--- config.mk ---
export PLATFORM = sky130hd
export DESIGN_NAME = data_postprocessing
export DESIGN_NICKNAME = d
export VERILOG_FILES = /design/src/rtl/data_postprocessing_pkg.sv /design/src/rtl/data_postprocessing_requant_sat.sv /design/src/rtl/data_postprocessing.sv
export SDC_FILE = /design/constraint.sdc
export NUM_CORES = 1
export LEC_CHECK = 0
export ABC_AREA = 1
export ABC_CLOCK_PERIOD_IN_PS = 2500
export CORE_AREA = 2 2 143 89
export CTS_CLUSTER_SIZE = 14
export DETAILED_ROUTE_END_ITERATION = 6
export DIE_AREA = 0 0 145 91
export PLACE_DENSITY = 0.49
export SLEW_MARGIN = 25
export SYNTH_ARGS = -nofsm -noshare
export SYNTH_HDL_FRONTEND = slang
export SYNTH_SLANG_ARGS = --single-unit
--- constraint.sdc ---
create_clock -name clk -period 2.5 [get_ports clk]
set_clock_uncertainty 0.15 [all_clocks]
set_input_delay 0.25 -clock clk [delete_from_list [all_inputs] [get_ports clk]]
set_output_delay 0.25 -clock clk [all_outputs]
set_load 0.01 [all_outputs]
--- src/rtl/data_postprocessing_pkg.sv ---
// Shared conv-datapath definitions: default widths, saturation bounds and the
// widened accumulator type used between rounding shift and saturation.
package data_postprocessing_pkg;

    localparam int DATA_BW_DEF = 8;
    localparam int ACC_BW_DEF  = 20;
    localparam int SAT_MAX     = (1 <<< (DATA_BW_DEF - 1)) - 1;
    localparam int SAT_MIN     = -(1 <<< (DATA_BW_DEF - 1));

    // One guard bit above the accumulator so the rounding add cannot wrap
    typedef logic signed [ACC_BW_DEF:0] acc_ext_t;

    function automatic int sat_hi(input int bw);
        return (1 <<< (bw - 1)) - 1;
    endfunction

    function automatic int sat_lo(input int bw);
        return -(1 <<< (bw - 1));
    endfunction

endpackage

--- src/rtl/data_postprocessing_requant_sat.sv ---
// Combinational saturation of the widened, rounded accumulator to DATA_BW.
// With DATA_POSTPROC_RELU_EN defined, negative results are clamped to zero.
module data_postprocessing_requant_sat
    import data_postprocessing_pkg::*;
#(
    parameter int DATA_BW = DATA_BW_DEF,
    parameter int ACC_BW  = ACC_BW_DEF,
    parameter int HI      = SAT_MAX,
    parameter int LO      = SAT_MIN
) (
    input  logic signed [ACC_BW:0]    r,
    output logic signed [DATA_BW-1:0] y
);

    localparam logic signed [ACC_BW:0] HI_X = (ACC_BW + 1)'(HI);
    localparam logic signed [ACC_BW:0] LO_X = (ACC_BW + 1)'(LO);

    always_comb begin
        if (r > HI_X) begin
            y = DATA_BW'(HI);
        end else if (r < LO_X) begin
            y = DATA_BW'(LO);
        end else begin
            y = r[DATA_BW-1:0];
        end
`ifdef DATA_POSTPROC_RELU_EN
        if (r[ACC_BW]) begin
            y = '0;
        end
`endif
    end

endmodule

--- src/rtl/data_postprocessing.sv ---
// Requantizing output stage: rounding arithmetic shift, saturation, 2-deep
// valid/ready pipeline with per-frame last flag. Optional ReLU: DATA_POSTPROC_RELU_EN.
module data_postprocessing
    import data_postprocessing_pkg::*;
#(
    parameter int DATA_BW   = DATA_BW_DEF,
    parameter int ACC_BW    = ACC_BW_DEF,
    parameter int SHIFT_BW  = 5,
    parameter int FRAME_LEN = 1024
) (
    input  logic                      clk,
    input  logic                      rst_n,
    input  logic signed [ACC_BW-1:0]  i_acc,
    input  logic                      i_valid,
    output logic                      o_ready,
    input  logic [SHIFT_BW-1:0]       i_shift,
    output logic signed [DATA_BW-1:0] o_y,
    output logic                      o_valid,
    input  logic                      i_ready,
    output logic                      o_last
);

    localparam int               CNT_W    = (FRAME_LEN > 1) ? $clog2(FRAME_LEN) : 1;
    localparam logic [CNT_W-1:0] CNT_LAST = CNT_W'(FRAME_LEN - 1);

    logic                      adv;
    logic                      v1;
    logic signed [ACC_BW:0]    r1;
    logic signed [ACC_BW:0]    acc_ext;
    logic signed [ACC_BW:0]    rnd;
    logic signed [ACC_BW:0]    sum;
    logic signed [ACC_BW:0]    r_next;
    logic signed [DATA_BW-1:0] y_sat;
    logic [CNT_W-1:0]          cnt;

    // Whole pipeline moves as one; a bubble in stage 1 never blocks stage 2
    assign adv     = !o_valid || i_ready;
    assign o_ready = adv;

    always_comb begin
        acc_ext = {i_acc[ACC_BW-1], i_acc};
        rnd     = '0;
        if (i_shift != '0) begin
            rnd = (ACC_BW + 1)'(1) << (i_shift - 1'b1);
        end
        sum    = acc_ext + rnd;
        r_next = sum >>> i_shift;
    end

    data_postprocessing_requant_sat #(
        .DATA_BW (DATA_BW),
        .ACC_BW  (ACC_BW),
        .HI      (sat_hi(DATA_BW)),
        .LO      (sat_lo(DATA_BW))
    ) u_requant_sat (
        .r (r1),
        .y (y_sat)
    );

    always_ff @(posedge clk or negedge rst_n) begin
        if (!rst_n) begin
            v1      <= 1'b0;
            r1      <= '0;
            o_valid <= 1'b0;
            o_y     <= '0;
        end else if (adv) begin
            v1      <= i_valid;
            r1      <= r_next;
            o_valid <= v1;
            o_y     <= y_sat;
        end
    end

    always_ff @(posedge clk or negedge rst_n) begin
        if (!rst_n) begin
            cnt <= '0;
        end else if (o_valid && i_ready) begin
            if (cnt == CNT_LAST) begin
                cnt <= '0;
            end else begin
                cnt <= cnt + 1'b1;
            end
        end
    end

    assign o_last = o_valid && (cnt == CNT_LAST);

endmodule

==> metrics.txt, run 1 <==
vias in the first global route 4984; CP Class in2reg; Yosys top cell area share around a quarter; Clock Pin Slew Worst Setup and Hold Paths 0.06 ns; sw frac 36.3%; Synth cell types 32; setup violators final 21; Die Height 91 µm; Met1 Wirelength 8.21 mm; startpoint types primary input; mapped cell area 0.00411 mm²; CTS max path bufs 2; H-tree levels 2; Worst Tran Pin Value 0.583 ns; Int Power 0.00170 W; Layout fillers about 1200; status finished, violations left; failing checks setup timing; Critical Path RT 2.56 ns; Final Power 0.00267 W; VDD IR-drop max approximately 330 µV; Core Rows 31; Final Cycle Share 115%; Synth Net Count 745; die width between 100 and 150 µm; max-slew violation count 0; routed length on met3 about 1 mm; Critical Path Sink Type flop; IO Pins 40; Area Growth Syn to Fin 54.6%; worst setup margin -0.374 ns; DRC violations left 0; fmax around 0.35 GHz; most frequent cells in the layout nand2_1 (161), buf_4 (125), nand3_1 (93), inv_1 (74), nor2_1 (62); initial antenna violation count 0; GPL Wtd Cong 0.934; Post-DRT Antenna Nets 0; port bufs 39; Leak Pwr 3.22 nW; Syn Area/Cell 5.92 µm²; Arr. time, crit path 2.93 ns; Initial Util 34.7%; uppermost routed layer met4; sw power 0.000969 W; Synth Register Bits between 40 and 50; total track usage 23.4%; Hold/Removal Path Class in2reg; grt ovf 0; Routed WL per cell approximately 15 µm; commonest non-fill, non-tap cell in the layout nand2_1; RSZ-0062 raised after global routing yes; layout net count 905; Final Util 53.7%; Synth area leaders dfrtp_1 (25%), nand2_1 (18%), nand3_1 (15%), inv_1 (7.3%), nor2_1 (7.2%); share of cells above drive strength 1 between 30% and 40%; routed vias/inst 5.11; largest net degree at the start of global routing 42; CTS tree built; CTS Buf Count 5; Slew HR 61.2%; maximum capacitance violations 0; peak fanout along the critical path 8; met2 routed WL 5.83 mm; register area share after synthesis 25.0%; area leader, netlist dfrtp_1; die area between 0.01 and 0.015 mm²; Fin. Hold Viols 0; Seq pwr share 34.7%; clock root cell clkbuf_16; CTS sink cnt 41; first-pass GRT wire length 24.9 mm; via count roughly 5200; Core ar. 0.0118 mm²; 1st-iter DRT viols 407; DRT Pass-1 Iters 6; DP HPWL 12.0 mm; Clk Latency, worst-skew pair 0.28 ns; Logic pwr share 41.2%; Total Wirelength 15.2 mm; Power Density 421 mW/mm²; Cells after Synth 694; Synth warnings 0; fin crit period roughly 2.9 ns; Clk pwr share 24.1%; # diodes 0
power by group through the flow:
stage	logic, W	clock network [W]	registers [W]
floorplan	0.000540	0	0.000923
finish	0.00110	0.000644	0.000928
global placement	0.000949	0	0.000934
detailed placement	0.000952	0	0.000937
CTS	0.00105	0.000661	0.000927
global route	0.00122	0.000695	0.000950
final cells by class:
| cell class | count | area [µm²] | share of cell area [%] |
|---|---|---|---|
| flip-flops and latches | 41 | 1030 | 16.2 |
| well taps | 165 | 206 | 3.25 |
| inverters | 84 | 323 | 5.08 |
| clock buffers | 7 | 143 | 2.25 |
| repair buffers | 171 | 1420 | 22.3 |
| multi-input cells | 551 | 3230 | 50.9 |
worst paths after layout:
check / startpoint / end / slack (ns) / depth (start not counted)
setup / recovery: i_shift[1] / r1[18] / -0.37 / 23
hold / removal: i_shift[4] / r1[1] / 0.13 / 3
setup reg to reg: o_valid / cnt[9] / 0.44 / 12
hold reg to reg: cnt[8] / cnt[9] / 0.29 / 1
max in group asynchronous: rst_n / o_y[2] / 1.48 / 2
min in group asynchronous: rst_n / cnt[8] / 0.33 / 2
cell families (layout without fill, tap and decap cells):
| family | after synthesis | in the layout | share of synthesized area, % |
|---|---|---|---|
| and+or+nand+nor | 439 | 439 | 46.0 |
| DFF | 41 | 41 | 25.0 |
| xor gates and xnor gates | 9 | 9 | 1.92 |
| AOI/OAI and AO/OA | 81 | 81 | 10.9 |
| buffers and inverters | 102 | 262 | 9.39 |
| adders and majority gates | 22 | 22 | 6.89 |
critical path, stage by stage:
cell      delay, ns
buf_8          0.10
nor3_4         0.17
inv_2          0.09
nor2_4         0.09
nand2_2        0.07
nand3_4        0.09
inv_2          0.06
nand2_2        0.06
inv_2          0.04
ha_4           0.15
fa_2           0.35
nand3_2        0.10
nand3_4        0.11
buf_6          0.14
nand2_4        0.06
nand4_1        0.19
nand2_4        0.16
buf_6          0.11
nand2_1        0.05
nand2_2        0.11
clkinv_4       0.11
buf_6          0.14
a21oi_1        0.13
registers in the layout (all words and copies together) (netlist names):
register and count:
o_valid 1, cnt 10, o_y 8, r1 21, v1 1
synth_stat cells:
cell / count
nand2_1: 202
nand3_1: 125
inv_1: 80
nor2_1: 79
a21oi_1: 46
dfrtp_1: 41
ha_1: 21
clkbuf_1: 11
o21ai_0: 11
a31oi_1: 10
nand4_1: 8
nor3_1: 8
xnor2_1: 6
buf_1: 5
a21o_1: 4
nand3b_1: 4
o21ai_1: 4
o21bai_1: 4
nand2_2: 3
nor4_1: 3
xor2_1: 3
and2_1: 2
buf_2: 2
clkinv_1: 2
inv_2: 2
or2_1: 2
a221oi_1: 1
and3_1: 1
fa_1: 1
nor2_2: 1
nor2_4: 1
o41ai_1: 1
repair_timing:
| action | 4_1_cts | 5_1_grt |
|---|---|---|
| hold buffers | 1 | 0 |
| gates cloned | 0 | 0 |
| gates resized for setup | 128 | 42 |
| buffers inserted | 22 | 3 |
| setup endpoints to repair | 21 | 21 |
| hold endpoints to repair | 8 | 0 |
| pin swaps | 43 | 18 |
through the flow:
step	worst slack, ns	std cells	setup TNS [ns]	hold slack (ns)	area [µm²]
after floorplan	-0.434	694	-6.58	-0.196	4170
after global placement	-1.46	986	-27.30	0.285	5460
after detailed placement	-1.31	986	-25.94	0.287	5460
after CTS	-0.297	1016	-5.10	0.213	6170
after global routing	-0.540	1019	-10.18	0.149	6350
final	-0.374	1019	-6.60	0.132	6350
layer usage:
layer | vias up | GRT usage [%]
met5 | - | 0
met4 | 0 | 4.29
met3 | 14 | 4.12
met2 | 155 | 32.0
met1 | 2434 | 37.5
li1 | 2609 | -
Power figures use the tool's default switching activity.
==> inputs of run 2 (changes only) <==
Settings changed: SLEW_MARGIN 25 to 20.
==> run 2 against run 1 <==
  * The run still ends with setup timing left
  * Total power hardly changed
  * Final cell count stayed put
  * Maximum frequency is 0.12% higher
  * Largest power group unchanged
==> metrics.txt, run 2 (same netlist as run 1, synthesis figures left out) <==
Total Wirelength 15.2 mm (-0.22%); via count 5194 (-0.35%); Hold/Removal Path Class in2reg; layout net count 905 (unchanged); area of the multi-input gates 0.00323 mm² (unchanged); DP HPWL 12.0 mm (unchanged); most frequent cells in the layout nand2_1 (161), buf_4 (124), nand3_1 (93), inv_1 (74), nor2_1 (62); status finished, violations left; Routed WL per cell 14.9 µm (-0.22%); CTS max path bufs 2 (unchanged); routed vias/inst 5.10 (-0.35%); peak fanout along the critical path 8 (unchanged); Area Growth Syn to Fin 54.6% (about the same); Final Cycle Share 115% (-0.14 points); Clock Pin Slew Worst Setup and Hold Paths 0.06 ns (about the same); Worst Tran Pin Value 0.936 ns (+0.354 ns); setup TNS -6.55 ns (+0.0478 ns); # diodes 0 (unchanged); commonest non-fill, non-tap cell in the layout nand2_1; die area 0.0132 mm² (unchanged); Critical Path Sink Type flop; Initial Util 34.7% (unchanged); CTS tree built; initial antenna violation count 0 (unchanged); Slew HR 37.6% (-24 points); 1st-iter DRT viols 407 (unchanged); vias in the first global route 4984 (unchanged); biggest regs r1 x21, cnt x10, o_y x8; Power Density 421 mW/mm² (about the same); crit-path cells buf_8 -> nor3_4 -> inv_2 -> nor2_4 -> nand2_2 -> nand3_4 -> inv_2 -> nand2_2 -> inv_2 -> ha_4 -> fa_2 -> nand3_2 -> nand3_4 -> buf_6 -> nand2_4 -> nand4_1 -> nand2_4 -> buf_6 -> nand2_1 -> nand2_2 -> clkinv_4 -> buf_6 -> a21oi_1; Leak Pwr 3.22 nW (about the same); register area 0.00103 mm² (unchanged); CTS sink cnt 41 (unchanged); total track usage 23.4% (unchanged); clock root cell clkbuf_16; Core ar. 0.0118 mm² (unchanged); DRT Pass-1 Iters 5 (-1); CTS Buf Count 5 (unchanged); Clk Latency, worst-skew pair 0.28 ns (about the same); Core Rows 31 (unchanged); RSZ-0062 raised after global routing yes; failing checks setup timing; register bank with the most flops r1; VDD IR-drop max 328 µV (about the same); DRC violations left 0 (unchanged); Post-DRT Antenna Nets 0 (unchanged); worst setup margin -0.371 ns (+0.00345 ns); first-pass GRT wire length 24.9 mm (unchanged); Hold Slack 0.132 ns (-0.000228 ns); Die Height 91 µm (unchanged); IO Pins 40 (unchanged); Arr. time, crit path 2.93 ns (about the same); die width 145 µm (unchanged); maximum capacitance violations 0 (unchanged); max reg flops 21 (unchanged); Fin. Hold Viols 0 (unchanged); startpoint types primary input; share of cells above drive strength 1 32.2% (unchanged); peak per-stage delay on the critical path 0.35 ns (about the same); setup violators final 21 (unchanged); Critical Path RT 2.56 ns (about the same); max-slew violation count 0 (unchanged); fmax 0.348 GHz (+0.12%); CP Class in2reg; fin crit period 2.87 ns (-0.00344 ns); largest net degree at the start of global routing 42 (unchanged); H-tree levels 2 (unchanged); port bufs 39 (unchanged); GPL Wtd Cong 0.934 (unchanged); Layout fillers 1188 (-0.084%); grt ovf 0 (unchanged); crit path max-delay cell type fa_2
run 2: per-stage QoR:
step,instance area (µm²),total power [W],setup WS [ns],cells,util [%]
floorplan,4170,0.00146,-0.434,694,-
global placement,5460,0.00188,-1.46,986,46.2
detailed placement,5460,0.00189,-1.31,986,46.2
CTS,6170,0.00264,-0.297,1016,52.2
global route,6350,0.00287,-0.540,1019,53.6
finish,6350,0.00267,-0.371,1019,53.6
run 2: worst paths after layout:
| path | startpoint | slack, ns | cells past startpoint | to |
|---|---|---|---|---|
| min in group asynchronous | rst_n | 0.49 | 2 | cnt[9] |
| max reg2reg | o_valid | 0.44 | 12 | cnt[9] |
| min reg2reg | cnt[8] | 0.29 | 1 | cnt[9] |
| max | i_shift[1] | -0.37 | 23 | r1[18] |
| min | i_shift[4] | 0.13 | 3 | r1[1] |
| max in group asynchronous | rst_n | 1.11 | 2 | o_y[2] |
run 2: timing repair:
action | CTS | global route
gates resized for setup | 128 | 42
setup buffers | 22 | 3
endpoints found under the hold margin | 8 | 0
pin swaps | 43 | 18
endpoints found under the setup margin | 21 | 21
hold buffers | 1 | 0
run 2: layout make-up:
class	count	share of cell area, %
multi-input combinational	551	51.0
timing repair buffer	171	22.3
sequential	41	16.2
inverter	84	5.09
tap	165	3.25
clock buffer	7	2.25
run 2: power breakdown:
group          internal (W)  leakage (nW)  total [W]  switching, W
sequential         0.000816         0.463   0.000928      0.000113
clock              0.000392        0.0700   0.000645      0.000253
combinational      0.000495          2.68    0.00110      0.000604
run 2: critical path, delay by kind of cell:
kind / cells / cell delay (ns)
buf+inv: 8 / 0.79
fa+ha+maj: 2 / 0.50
compound gates: 1 / 0.13
simple gates: 12 / 1.25
run 2: per-layer routing:
layer / wire length (µm) / up-vias / GRT usage [%]
met5: 0 / - / 0
met4: 141 / 0 / 4.29
met3: 1010 / 12 / 4.12
met2: 5830 / 146 / 32.0
met1: 8200 / 2429 / 37.5
li1: - / 2607 / -
